## config.mk

```make
export PLATFORM = sky130hd
export DESIGN_NAME = data_memory_ctrl
export DESIGN_NICKNAME = d
export VERILOG_FILES = /design/src/rtl/dmem_pkg.sv /design/src/rtl/dmem_clear_seq.sv /design/src/rtl/data_memory_ctrl.sv
export SDC_FILE = /design/constraint.sdc
export NUM_CORES = 1
export LEC_CHECK = 0
export BUFFER_PORTS_ARGS = -buffer_cell sky130_fd_sc_hd__buf_2
export CORE_MARGIN = 2
export CORE_UTILIZATION = 40
export CTS_CLUSTER_DIAMETER = 40
export DETAILED_ROUTE_END_ITERATION = 7
export HOLD_SLACK_MARGIN = 0.02
export PLACE_DENSITY_LB_ADDON = 0.25
export SLEW_MARGIN = 20
export SYNTH_ARGS = -nofsm -noshare
export SYNTH_HDL_FRONTEND = slang
export SYNTH_SLANG_ARGS = --single-unit
```

## constraint.sdc

```tcl
create_clock -name clk -period 4.15 [get_ports clk]
set_clock_uncertainty 0.05 [all_clocks]
set_input_delay 0.83 -clock clk [delete_from_list [all_inputs] [get_ports clk]]
set_output_delay 0.83 -clock clk [all_outputs]
set_load 0.05 [all_outputs]
```

## src/rtl/dmem_pkg.sv

```systemverilog
// Shared types and defaults for the data memory controller.
// Optional post-reset clear is selected with DMEM_CLEAR_EN.
package dmem_pkg;

  typedef enum logic {
    ST_CLEAR = 1'b0,
    ST_IDLE  = 1'b1
  } dmem_state_e;

  localparam int DMEM_DATA_W = 16;
  localparam int DMEM_ADDR_W = 6;
  localparam int DMEM_DEPTH  = 64;

  function automatic int dmem_nbytes(input int data_w);
    return data_w / 8;
  endfunction

endpackage

```

## src/rtl/dmem_clear_seq.sv

```systemverilog
// Post-reset clear sequencer: walks every word writing zero,
// then raises ready and parks in IDLE. Built under DMEM_CLEAR_EN.
module dmem_clear_seq
  import dmem_pkg::*;
#(
  parameter int ADDR_W = DMEM_ADDR_W,
  parameter int DEPTH  = DMEM_DEPTH
) (
  input  logic              clk_i,
  input  logic              rst_ni,
  output logic              ready_o,
  output logic              clr_we_o,
  output logic [ADDR_W-1:0] clr_addr_o
);

  localparam logic [ADDR_W-1:0] LAST = ADDR_W'(DEPTH - 1);

  dmem_state_e       state_q;
  logic [ADDR_W-1:0] ptr_q;
  logic              ready_q;

  always_ff @(posedge clk_i) begin
    if (!rst_ni) begin
      state_q <= ST_CLEAR;
      ptr_q   <= '0;
      ready_q <= 1'b0;
    end else begin
      unique case (state_q)
        ST_CLEAR: begin
          if (ptr_q == LAST) begin
            state_q <= ST_IDLE;
            ptr_q   <= '0;
            ready_q <= 1'b1;
          end else begin
            ptr_q <= ptr_q + ADDR_W'(1);
          end
        end
        ST_IDLE: begin
          ready_q <= 1'b1;
        end
        default: begin
          state_q <= ST_CLEAR;
          ptr_q   <= '0;
          ready_q <= 1'b0;
        end
      endcase
    end
  end

  // No clear write on a reset edge: contents only change via the sweep.
  assign clr_we_o   = rst_ni & (state_q == ST_CLEAR);
  assign clr_addr_o = ptr_q;
  assign ready_o    = ready_q;

endmodule

```

## src/rtl/data_memory_ctrl.sv

```systemverilog
// Single-port data memory with byte enables, registered read,
// range check and optional clear sequencer (DMEM_CLEAR_EN).
module data_memory_ctrl
  import dmem_pkg::*;
#(
  parameter int DATA_W = DMEM_DATA_W,
  parameter int ADDR_W = DMEM_ADDR_W,
  parameter int DEPTH  = DMEM_DEPTH
) (
  input  logic                   clk,
  input  logic                   rst,
  input  logic                   wr_en,
  input  logic                   rd_en,
  input  logic [DATA_W/8-1:0]    byte_en,
  input  logic [ADDR_W-1:0]      mem_address,
  input  logic [DATA_W-1:0]      data_in,
  output logic [DATA_W-1:0]      data_out,
  output logic                   rd_valid,
  output logic                   ready,
  output logic                   addr_err
);

  localparam int NB = dmem_nbytes(DATA_W);
  localparam logic [ADDR_W:0] DEPTH_W = (ADDR_W+1)'(DEPTH);

  logic [DATA_W-1:0] mem_q [DEPTH];

  logic              clr_we;
  logic [ADDR_W-1:0] clr_addr;

`ifdef DMEM_CLEAR_EN
  dmem_clear_seq #(
    .ADDR_W (ADDR_W),
    .DEPTH  (DEPTH)
  ) u_clear_seq (
    .clk_i      (clk),
    .rst_ni     (rst),
    .ready_o    (ready),
    .clr_we_o   (clr_we),
    .clr_addr_o (clr_addr)
  );
`else
  assign ready    = 1'b1;
  assign clr_we   = 1'b0;
  assign clr_addr = '0;
`endif

  logic in_range;
  logic acc_wr;
  logic acc_rd;

  assign in_range = {1'b0, mem_address} < DEPTH_W;
  assign acc_wr   = rst & ready & wr_en;
  assign acc_rd   = rst & ready & rd_en & ~wr_en;

  always_ff @(posedge clk) begin
    if (clr_we) begin
      mem_q[clr_addr] <= '0;
    end else if (acc_wr && in_range) begin
      for (int i = 0; i < NB; i++) begin
        if (byte_en[i]) begin
          mem_q[mem_address][8*i +: 8] <= data_in[8*i +: 8];
        end
      end
    end
  end

  logic [DATA_W-1:0] data_out_q, data_out_d;
  logic              rd_valid_q, rd_valid_d;
  logic              addr_err_q, addr_err_d;

  always_comb begin
    data_out_d = data_out_q;
    rd_valid_d = acc_rd;
    addr_err_d = (acc_wr | acc_rd) & ~in_range;
    if (acc_rd) begin
      data_out_d = in_range ? mem_q[mem_address] : '0;
    end
  end

  always_ff @(posedge clk) begin
    if (!rst) begin
      data_out_q <= '0;
      rd_valid_q <= 1'b0;
      addr_err_q <= 1'b0;
    end else begin
      data_out_q <= data_out_d;
      rd_valid_q <= rd_valid_d;
      addr_err_q <= addr_err_d;
    end
  end

  assign data_out = data_out_q;
  assign rd_valid = rd_valid_q;
  assign addr_err = addr_err_q;

endmodule

```

==> summary.md <==
| Metric | Value |
|---|---|
| Status | `finished, final reports clean` |
| R2R depth | `5` |
| Seq pwr share | `0.484` |
| Ys flop type | `edfxtp_1` |
| # resized after CTS | `0` |
| Synth Instances | `2255` |
| PwrDens | `501 nW/um2` |
| Crit Path Max Fanout | `42` |
| Clock tree buffer depth | `3` |
| GRT Total Usage | `0.233` |
| RSZ-0062 raised after global routing | `no` |
| Max_cap viols | `0` |
| Share of post-route cells with drive strength above 1 | `0.248` |
| Switching pwr | `5.31 mW` |
| Post-route DRC | `0` |
| Worst-Skew Late Latency | `0.74 ns` |
| Crit path buf inv count | `3` |
| Post-route setup TNS | `0 ns` |
| Antenna Nets Post-Route | `0` |
| Slew Limit Fails | `0` |
| Routed len/inst | `30.5 um` |
| Crit. End Element | `flip-flop` |
| CP Capture Point | `data_out[5]$_SDFFE_PN0P_` |
| Yosys reg bits | `1041` |
| Pwr Total | `24.0 mW` |
| Starting density of the core | `0.405` |
| Core area | `100000 um2` |
| CTS Sinks | `1041` |
| Sw frac | `0.221` |
| Cell Count, Final, Fillers Out | `3968` |
| Max Fclk | `338 MHz` |
| Met3 wire length | `11.3 mm` |
| Routed vias | `23700` |
| Dpl ws | `0.494 ns` |
| Syn-to-layout area delta | `17.7%` |
| Net Count, Synth | `2283` |
| Worst IR Drop VDD | `0.366 mV` |
| Clock power frac | `0.464` |
| PortBufs | `44` |
| Root buffer cell | `clkbuf_16` |
| Top cell family by delay on the critical path | `compound AO/OA/AOI/OAI gates` |
| Slew headroom | `0.269` |
| Vias in the first global route | `23700` |
| Slew @ Worst Pin | `1.09 ns` |
| Reg2reg setup slack | `1.79 ns` |
| Initial antenna violation count | `8` |
| H-tree depth | `4` |
| EDFF count, synth | `1024` |
| Metal-1 WL | `49.2 mm` |
| Fin nets | `2531` |
| Gpl congestion | `0.879` |
| Top Metal Used | `met4` |
| Met2 WL | `56.7 mm` |
| Crit path cell chain | `clkbuf_8, and2_1, buf_4, buf_4, a22oi_1, o22ai_1, a22oi_1, a31oi_1` |
| Vias per Instance | `5.97` |
| DP Wirelength | `75.9 mm` |
| Largest net degree at the start of global routing | `68` |
| Die X | `323 um` |
| Drt first pass iters | `7` |
| Combinational share of power | `0.052` |
| Asr flop ratio synth | `0` |
| Setup Viol. Count Final | `0` |
| Top Ports | `47` |
| DP Cell Count | `3728` |
| Final min period | `2.96 ns` |
| Worst setup margin | `1.19 ns` |
| WS Path Type | `in2reg` |
| Reg2reg end | `data_out[14]$_SDFFE_PN0P_` |
| Hold Buf Count CTS | `0` |
| CP required | `4.76 ns` |
| CP peak stage delay | `0.70 ns` |
| Critical Path Stages | `8` |
| CTS clock-pin slew for the worst setup and hold paths | `0.06 ns` |
| Fillcell total | `8466` |
| Row count | `116` |
| Commonest non-fill, non-tap cells in the layout | `edfxtp_1 (1024), buf_4 (218), nor2_1 (168), clkbuf_16 (139), mux2i_1 (133)` |
| Yosys warnings | `0` |
| Total Wirelength | `121 mm` |
| CP Launch Type | `primary input` |
| Critical Path AT | `3.56 ns` |
| Final Hold Fails | `0` |
| Mapped cell area | `40700 um2` |
| Slowest CP cell | `and2_1` |
| Buffer count from post-CTS setup fixing | `0` |
| Leak | `15.7 nW` |
| Type of the most critical hold path | `reg2reg` |
| First-pass GRT wire length | `173 mm` |
| Worst reg2reg startpoint | `mem_q[55][14]$_DFFE_PP_` |
| Period utilization | `0.712` |
| Die Ht | `323 um` |
| Grt ovf | `0` |
| Seq/Total Area, Yosys | `0.764` |
| TritonCTS Buffers | `130` |
| Post-synth cell types | `70` |
| DIE AREA | `104000 um2` |
| CTS tree | `done` |
| Crit path launch | `mem_address[0]` |
| Int Pwr | `18.7 mW` |
| Iteration-0 DRC Markers | `3276` |
| Syn Area/Cell | `18.0 um2` |
| Most common library cell in the layout ignoring fill and taps | `edfxtp_1` |
[power by group through the flow]
stage	combinational [mW]	sequential, mW	clock, mW
finish	1.26	11.6	11.1
global placement	1.23	11.8	0
floorplan	0.605	11.9	0
global route	1.31	11.6	11.7
CTS	1.24	11.6	11.3
detailed placement	1.24	11.8	0
[routing by layer]
layer / global-route usage / vias up
li1: - / 9776
met1: 0.321 / 12300
met5: 0 / -
met2: 0.368 / 1337
met3: 0.0472 / 241
met4: 0.0848 / 0
[Yosys cell counts (all sizes together) (6+ instances only)]
| cell type | instances | area [um2] |
|---|---|---|
| a221oi | 113 | 1000 |
| dfxtp | 17 | 340 |
| a211oi | 7 | 57.6 |
| a31oi | 23 | 144 |
| o22ai | 51 | 319 |
| a22o | 9 | 78.8 |
| nand3 | 14 | 70.1 |
| buf | 111 | 763 |
| o221ai | 10 | 87.6 |
| mux2i | 133 | 1330 |
| mux2 | 84 | 953 |
| a21oi | 60 | 300 |
| a22oi | 76 | 571 |
| and3 | 9 | 56.3 |
| nand2 | 72 | 270 |
| clkbuf | 43 | 161 |
| nor2b | 6 | 37.5 |
| mux4 | 75 | 1710 |
| edfxtp | 1024 | 30700 |
| o21ai | 50 | 250 |
| nor2 | 172 | 653 |
| a221o | 9 | 90.1 |
[sequential cells by signal, indices dropped and copies added (netlist names)]
signal / flops
mem_q: 1024
rd_valid: 1
data_out: 16
[cell families (layout without fill, tap and decap cells)]
| kind of cell | after synthesis | after routing | share of synthesized area |
|---|---|---|---|
| AOI/OAI and AO/OA | 451 | 451 | 0.0808 |
| buffers and inverters | 158 | 511 | 0.0231 |
| DFF | 1041 | 1041 | 0.764 |
| muxes | 292 | 292 | 0.0982 |
| other | 2 | 5 | 0.000185 |
| and+or+nand+nor | 311 | 311 | 0.0334 |
[through the flow]
step	hold slack (ns)	area, um2	utilization
floorplan	0.550	40700	-
finish	0.508	47900	0.477
CTS	0.499	47900	0.477
global route	0.516	47900	0.477
detailed placement	0.492	43600	0.434
global placement	0.490	43600	0.434
[area by class of cell]
type                    count  area [um2]  area share
diodes                      3        7.51    0.000157
clock buffers             165        3600      0.0751
clock inverters            72         689      0.0144
inverters                   4        15.0    0.000314
multi-input cells        1056        8720       0.182
flip-flops and latches   1041       31100       0.649
well taps                1357        1700      0.0355
repair buffers            270        2060      0.0430
[worst reg2reg max path, cell delays in order (launching register included)]
cell,delay (ns)
edfxtp_1,0.37
mux4_2,0.46
and3_1,0.20
a31oi_1,0.43
o2111ai_1,0.37
o31a_1,0.36
[worst min-delay path by stage]
| stage | cells past startpoint | start | end | slack, ns |
|---|---|---|---|---|
| after floorplan | 4 | mem_q[37][1]$_DFFE_PP_ | data_out[1]$_SDFFE_PN0P_ | 0.55 |
| after global placement | 2 | data_out[12]$_SDFFE_PN0P_ | data_out[12]$_SDFFE_PN0P_ | 0.49 |
| after detailed placement | 2 | data_out[8]$_SDFFE_PN0P_ | data_out[8]$_SDFFE_PN0P_ | 0.49 |
| after CTS | 2 | data_out[8]$_SDFFE_PN0P_ | data_out[8]$_SDFFE_PN0P_ | 0.50 |
| after global routing | 2 | data_out[8]$_SDFFE_PN0P_ | data_out[8]$_SDFFE_PN0P_ | 0.52 |
| final | 2 | data_out[8]$_SDFFE_PN0P_ | data_out[8]$_SDFFE_PN0P_ | 0.51 |
Note: power is estimated with default switching activity, not from simulation.
